==> config.mk <==
export PLATFORM = sky130hd
export DESIGN_NAME = mc_path_feeder
export DESIGN_NICKNAME = d
export VERILOG_FILES = /design/src/rtl/mc_pkg.sv /design/src/rtl/mc_path_addr_gen.sv /design/src/rtl/mc_path_feeder.sv
export SDC_FILE = /design/constraint.sdc
export NUM_CORES = 1
export LEC_CHECK = 0
export CELL_PAD_IN_SITES_DETAIL_PLACEMENT = 1
export CELL_PAD_IN_SITES_GLOBAL_PLACEMENT = 1
export CORE_MARGIN = 2
export CORE_UTILIZATION = 33
export CTS_CLUSTER_DIAMETER = 150
export DETAILED_ROUTE_END_ITERATION = 6
export HOLD_SLACK_MARGIN = 0.03
export PLACE_DENSITY_LB_ADDON = 0.25
export SYNTH_ARGS = -nofsm -noshare
export SYNTH_HDL_FRONTEND = slang
export SYNTH_SLANG_ARGS = --single-unit
==> constraint.sdc <==
create_clock -name clk -period 3 [get_ports clk]
set_clock_uncertainty 0.05 [all_clocks]
set_input_delay 0.3 -clock clk [delete_from_list [all_inputs] [get_ports clk]]
set_output_delay 0.3 -clock clk [all_outputs]
set_load 0.1 [all_outputs]
==> src/rtl/mc_pkg.sv <==
// mc_pkg: shared definitions for the Monte-Carlo pricing path streaming logic.
//   feeder_state_t : FSM states of mc_path_feeder
//   clog2          : ceil(log2(value)), never less than 1, for port and counter widths
//   MC_WIDTH/MC_PATHS/MC_DAYS : default geometry shared with MC_CORE and its bench
package mc_pkg;

  localparam int MC_WIDTH = 12;
  localparam int MC_PATHS = 256;
  localparam int MC_DAYS  = 8;

  typedef enum logic [1:0] {
    IDLE,
    STREAM,
    WAIT,
    DONE
  } feeder_state_t;

  // A width of at least one bit keeps single-entry counters legal.
  function automatic int clog2(input int value);
    int result;
    result = 0;
    for (int v = value - 1; v > 0; v = v >> 1) begin
      result = result + 1;
    end
    return (result < 1) ? 1 : result;
  endfunction

endpackage

==> src/rtl/mc_path_addr_gen.sv <==
// mc_path_addr_gen: day / path-index / pass counters and path RAM address.
// Ports:
//   clk, rst      clock, synchronous active-high reset
//   load          start of a run: latch dir_in / n_pass_in, load first day
//   dir_in        day order for the run (0 upward, 1 downward)
//   n_pass_in     passes per day for the run (0 behaves as 1)
//   issue         a RAM read is issued this cycle
//   next_pass     replay the current day (pass + 1)
//   next_day      step to the next day in the latched direction
//   mem_addr      day * PATHS + idx
//   day, pass     current day and pass index
//   idx_last      idx points at the last path of the day
//   rd_done       every path of the current pass has been read
//   pass_last     current pass is the final pass of the day
//   day_last      current day is the final day in the latched direction
module mc_path_addr_gen
  import mc_pkg::*;
#(
  parameter int PATHS = MC_PATHS,
  parameter int DAYS  = MC_DAYS,
  parameter int AW    = $clog2(PATHS * DAYS)
) (
  input  logic                     clk,
  input  logic                     rst,
  input  logic                     load,
  input  logic                     dir_in,
  input  logic [1:0]               n_pass_in,
  input  logic                     issue,
  input  logic                     next_pass,
  input  logic                     next_day,
  output logic [AW-1:0]            mem_addr,
  output logic [clog2(DAYS)-1:0]   day,
  output logic [1:0]               pass,
  output logic                     idx_last,
  output logic                     rd_done,
  output logic                     pass_last,
  output logic                     day_last
);

  localparam int IW = clog2(PATHS);
  localparam int DW = clog2(DAYS);
  localparam logic [IW-1:0] IDX_LAST = IW'(PATHS - 1);
  localparam logic [DW-1:0] DAY_LAST = DW'(DAYS - 1);

  logic [IW-1:0] idx_q;
  logic [DW-1:0] day_q;
  logic [1:0]    pass_q;
  logic [1:0]    n_pass_q;
  logic          dir_q;
  logic          rd_done_q;
  logic [2:0]    n_eff;

  always_ff @(posedge clk) begin
    if (rst) begin
      idx_q     <= '0;
      day_q     <= '0;
      pass_q    <= '0;
      n_pass_q  <= '0;
      dir_q     <= 1'b0;
      rd_done_q <= 1'b0;
    end else if (load) begin
      day_q     <= dir_in ? DAY_LAST : '0;
      pass_q    <= '0;
      idx_q     <= '0;
      rd_done_q <= 1'b0;
      n_pass_q  <= n_pass_in;
      dir_q     <= dir_in;
    end else if (next_pass) begin
      pass_q    <= pass_q + 2'd1;
      idx_q     <= '0;
      rd_done_q <= 1'b0;
    end else if (next_day) begin
      day_q     <= dir_q ? (day_q - 1'b1) : (day_q + 1'b1);
      pass_q    <= '0;
      idx_q     <= '0;
      rd_done_q <= 1'b0;
    end else if (issue) begin
      // idx parks on the last path; rd_done blocks further reads of this pass.
      if (idx_q == IDX_LAST) begin
        rd_done_q <= 1'b1;
      end else begin
        idx_q <= idx_q + 1'b1;
      end
    end
  end

  assign n_eff     = (n_pass_q == 2'd0) ? 3'd1 : {1'b0, n_pass_q};
  assign pass_last = (({1'b0, pass_q} + 3'd1) >= n_eff);
  assign day_last  = dir_q ? (day_q == '0) : (day_q == DAY_LAST);
  assign idx_last  = (idx_q == IDX_LAST);
  assign rd_done   = rd_done_q;
  assign day       = day_q;
  assign pass      = pass_q;
  assign mem_addr  = AW'(day_q) * AW'(PATHS) + AW'(idx_q);

endmodule

==> src/rtl/mc_path_feeder.sv <==
// mc_path_feeder: streams simulated price paths from a synchronous path RAM to
// MC_CORE one day at a time, replaying a day on each resend until the latched
// pass count is reached, then advancing to the next day.
// Ports:
//   clk, rst         clock, synchronous active-high reset
//   start            begin a run when idle (latches dir and n_pass)
//   dir              0: day 0 upward, 1: day DAYS-1 downward
//   n_pass           passes per day (0 behaves as 1)
//   resend           core has consumed the current pass
//   ready            core accepts path this cycle
//   mem_en/mem_addr  RAM read request
//   mem_rdata        RAM data, one cycle after mem_en, held otherwise
//   path/path_valid  sample to the core
//   day, pass        current day and pass index
//   busy             run in progress
//   done             one-cycle pulse at the end of the run
//   err              sticky: resend seen while streaming; cleared by start
module mc_path_feeder
  import mc_pkg::*;
#(
  parameter int WIDTH = MC_WIDTH,
  parameter int PATHS = MC_PATHS,
  parameter int DAYS  = MC_DAYS,
  parameter int AW    = $clog2(PATHS * DAYS)
) (
  input  logic                   clk,
  input  logic                   rst,
  input  logic                   start,
  input  logic                   dir,
  input  logic [1:0]             n_pass,
  input  logic                   resend,
  input  logic                   ready,
  output logic                   mem_en,
  output logic [AW-1:0]          mem_addr,
  input  logic [WIDTH-1:0]       mem_rdata,
  output logic [WIDTH-1:0]       path,
  output logic                   path_valid,
  output logic [clog2(DAYS)-1:0] day,
  output logic [1:0]             pass,
  output logic                   busy,
  output logic                   done,
  output logic                   err
);

  feeder_state_t state_q, state_d;

  logic load, next_pass, next_day;
  logic issue, xfer;
  logic idx_last, rd_done, pass_last, day_last;
  logic vld_p1, last_p1, err_q;

  mc_path_addr_gen #(
    .PATHS (PATHS),
    .DAYS  (DAYS),
    .AW    (AW)
  ) u_addr_gen (
    .clk       (clk),
    .rst       (rst),
    .load      (load),
    .dir_in    (dir),
    .n_pass_in (n_pass),
    .issue     (issue),
    .next_pass (next_pass),
    .next_day  (next_day),
    .mem_addr  (mem_addr),
    .day       (day),
    .pass      (pass),
    .idx_last  (idx_last),
    .rd_done   (rd_done),
    .pass_last (pass_last),
    .day_last  (day_last)
  );

  always_ff @(posedge clk) begin
    if (rst) begin
      state_q <= IDLE;
    end else begin
      state_q <= state_d;
    end
  end

  always_comb begin
    state_d   = state_q;
    load      = 1'b0;
    next_pass = 1'b0;
    next_day  = 1'b0;
    busy      = 1'b0;
    done      = 1'b0;
    case (state_q)
      IDLE: begin
        if (start) begin
          load    = 1'b1;
          state_d = STREAM;
        end
      end
      STREAM: begin
        busy = 1'b1;
        if (xfer && last_p1) begin
          state_d = WAIT;
        end
      end
      WAIT: begin
        busy = 1'b1;
        if (resend) begin
          if (!pass_last) begin
            next_pass = 1'b1;
            state_d   = STREAM;
          end else if (day_last) begin
            state_d = DONE;
          end else begin
            next_day = 1'b1;
            state_d  = STREAM;
          end
        end
      end
      DONE: begin
        done    = 1'b1;
        state_d = IDLE;
      end
      default: state_d = IDLE;
    endcase
  end

  // Read request: refill the output stage whenever it is empty or draining.
  assign issue  = (state_q == STREAM) && !rd_done && (!vld_p1 || ready);
  assign xfer   = vld_p1 && ready;
  assign mem_en = issue;

  // Stage p1: RAM output register; data is held by the RAM, only valid/last tracked here.
  always_ff @(posedge clk) begin
    if (rst) begin
      vld_p1 <= 1'b0;
    end else if (issue) begin
      vld_p1 <= 1'b1;
    end else if (xfer) begin
      vld_p1 <= 1'b0;
    end
  end

  always_ff @(posedge clk) begin
    if (issue) begin
      last_p1 <= idx_last;
    end
  end

  always_ff @(posedge clk) begin
    if (rst) begin
      err_q <= 1'b0;
    end else if (load) begin
      err_q <= 1'b0;
    end else if ((state_q == STREAM) && resend) begin
      err_q <= 1'b1;
    end
  end

  assign path       = mem_rdata;
  assign path_valid = vld_p1;
  assign err        = err_q;

endmodule

==> impl_metrics.env <==
export IMPL_status="complete, no violations"
export IMPL_synthXorXnorAreaFrac_pct=6.616
export IMPL_start_kind="flop"
export IMPL_wl_mm=2.937
export IMPL_ys_ff_latch=22
export IMPL_worstHoldEndpoint="u_addr_gen.n_pass_q[0]$_SDFFE_PP0P_"
export IMPL_start_util_pct=33.58
export IMPL_critPathMaxFanout=9
export IMPL_globalRouteOverflowTotal=0
export IMPL_holdBufCountCts=0
export IMPL_htree_levels=1
export IMPL_max_slew_margin_pct=51.32
export IMPL_wl_per_cell_um=13.85
export IMPL_muxShareOfSynthArea_pct=0
export IMPL_vias=1047
export IMPL_reg2reg_depth=4
export IMPL_power_per_cell_area_nw_per_um2=900.0
export IMPL_hold_violations=0
export IMPL_port_buffers=28
export IMPL_insertedDiodeCount=0
export IMPL_fmax_mhz=454.9
export IMPL_syn_area_um2=1324
export IMPL_ir_drop_mv=0.4993
export IMPL_tightest_slew_ps=727.5
export IMPL_cts_tree="done"
export IMPL_gp_routability_congestion=0.7201
export IMPL_final_nets=193
export IMPL_die_h_um=67.34
export IMPL_critPathRequiredTime_ps=2650
export IMPL_maxCapViolCount=0
export IMPL_postPlaceCellArea_um2=1483
export IMPL_synth_ff_type="dfxtp_1"
export IMPL_clock_latency_ps=260
export IMPL_post_cts_resized=0
export IMPL_worstSetupPathType="reg -> out"
export IMPL_clk_pin_slew_ps=80
export IMPL_ys_types=37
export IMPL_cts_buffers=3
export IMPL_synth_compound_area_share_pct=12.00
export IMPL_syn_area_per_cell_um2=8.944
export IMPL_grt_max_degree=13
export IMPL_dieArea_um2=4534
export IMPL_via_per_inst=4.939
export IMPL_drive_gt1_share_pct=24.69
export IMPL_synth_adder_area_share_pct=10.59
export IMPL_grt_pass1_wl_mm=4.940
export IMPL_rsz0062_at_grt="no"
export IMPL_worstHoldStart="u_addr_gen.n_pass_q[0]$_SDFFE_PP0P_"
export IMPL_dpl_hpwl_mm=2.293
export IMPL_worstHoldPathType="reg -> reg"
export IMPL_io_pins=53
export IMPL_ys_warnings_count=0
export IMPL_synth_edf_count=1
export IMPL_power_leakage_nw=0.5691
export IMPL_die_width_um=67.34
export IMPL_clockBufferDepth=2
export IMPL_synthSimpleGateAreaFrac_pct=24.29
export IMPL_area_growth_pct=16.16
export IMPL_cts_sinks=22
export IMPL_drc_errors=0
export IMPL_ys_async_sr_fraction_pct=0
export IMPL_synth_top_family_by_area="simple AND/OR/NAND/NOR gates"
export IMPL_report_final_slew_viol_count=0
export IMPL_arrival_ps=1850
export IMPL_final_setup_tns_ps=0
export IMPL_syn_inst=148
export IMPL_drt_initial_drc_count=28
export IMPL_fin_area_um2=1538
export IMPL_reg2reg_to="u_addr_gen.pass[0]$_SDFFE_PP0P_"
export IMPL_antenna_left=0
export IMPL_fin_crit_sh_pct=73.28
export IMPL_grt_pass1_vias=1074
export IMPL_r2r_start="u_addr_gen.pass[0]$_SDFFE_PP0P_"
export IMPL_post_cts_buffers=0
export IMPL_root_buffer="clkbuf_8"
export IMPL_syn_num_nets=178
export IMPL_antenna_found_initial=0
export IMPL_hold_depth=2
export IMPL_grt_use_total_pct=14.33
export IMPL_reg2reg_setup_slack_ps=990
export IMPL_yosysSeqAreaShare_pct=34.03
export IMPL_drt_first_pass_iters=4
export IMPL_setup_violations=0
export IMPL_end_kind="output pin"
export IMPL_period_minus_slack_ps=2198
export IMPL_num_rows=23
export IMPL_core_area_um2=3943
[flip-flops by register name (all words and copies together) (netlist names)]
signal	cells
last_p1	1
err	1
u_addr_gen.rd_done	1
u_addr_gen.pass	2
u_addr_gen.day	3
u_addr_gen.n_pass_q	2
path_valid	1
u_addr_gen.dir_q	1
state_q	2
u_addr_gen.idx_q	8
[per-layer routing]
layer | vias up | routed length [µm] | track usage, %
met5 | - | 0 | 0
met4 | 0 | 56 | 5.357
met3 | 11 | 106 | 2.667
met2 | 24 | 1377 | 23.76
met1 | 495 | 1397 | 18.43
li1 | 517 | - | -
[worst max-delay path: stages, from the launching register on]
cell and delay, ps:
dfxtp_1 410, inv_1 100, ha_1 230, nand2b_1 100, nand2b_1 330, inv_1 140, buf_4 260
[how the worst max path moves through the flow]
stage,end,start,depth (start not counted),slack (ps)
6_report,mem_en,state_q[1]$_SDFFE_PP0P_,6,800
4_1_cts,mem_en,state_q[1]$_SDFFE_PP0P_,6,790
5_1_grt,mem_en,state_q[1]$_SDFFE_PP0P_,6,640
3_3_place_gp,mem_en,ready,5,1050
3_5_place_dp,u_addr_gen.pass[0]$_SDFFE_PP0P_,u_addr_gen.pass[0]$_SDFFE_PP0P_,4,990
2_1_floorplan,u_addr_gen.pass[0]$_SDFFE_PP0P_,u_addr_gen.pass[0]$_SDFFE_PP0P_,4,420
[placed cells by master (no fill, tap or decap), types with 5 or more instances in the layout]
master and n:
dfxtp_1 21, ha_1 8, clkdlybuf4s50_1 7, inv_1 9
nand2_1 10, nor2_2 8, nand3_1 9, buf_4 21
xnor2_1 9, a21oi_1 13, nand2b_1 5
[stage by stage]
| stage | power, mW | hold WS, ps | util (%) | std cells | setup slack, ps |
|---|---|---|---|---|---|
| 2_1_floorplan | 1.118 | 378.8 | - | 148 | 422.5 |
| 3_3_place_gp | 1.166 | 402.3 | 37.61 | 208 | 1047 |
| 3_5_place_dp | 1.178 | 409.5 | 37.61 | 208 | 993.9 |
| 4_1_cts | 1.397 | 430.7 | 39.00 | 212 | 791.2 |
| 5_1_grt | 1.463 | 464.8 | 39.00 | 212 | 636.2 |
| 6_report | 1.384 | 425.2 | 39.00 | 212 | 801.5 |
[synth_stat cells, types with 2 or more instances]
master    number  share of area [%]
a21oi_1       13                4.9
nor3_1         4                1.5
nor2_2         8                3.8
buf_4         15                8.5
nand2b_1       5                2.4
nor4b_1        2                1.3
fa_1           2                3.0
xnor2_1        9                6.0
ha_1           8                7.6
o21ai_0        4                1.5
dfxtp_1       21                 32
nor4_1         2               0.95
nand4_1        2               0.95
nor2_1         4                1.1
inv_1          9                2.6
nand2_1       10                2.8
clkbuf_1       2               0.57
nand3_1        9                3.4
[final cells by class]
type / count / area, µm²
fill: 462 / 2405
inverter: 9 / 33.78
tap: 50 / 62.56
multi-input combinational: 99 / 708.2
sequential: 22 / 450.4
timing repair buffer: 28 / 227.7
clock buffer: 4 / 55.05
[kinds of logic after synthesis]
logic type	count (synthesis)
XOR/XNOR	10
flip-flops	22
AND/OR/NAND/NOR	56
buffers and inverters	27
AO/OA/AOI/OAI	23
adder cells (fa/ha/maj)	10
[where the power goes]
group	total [mW]	switching [mW]	internal [mW]
clock	0.215	0.0983	0.117
combinational	0.779	0.591	0.188
sequential	0.390	0.0491	0.341
Note: power is estimated with default switching activity, not from simulation.
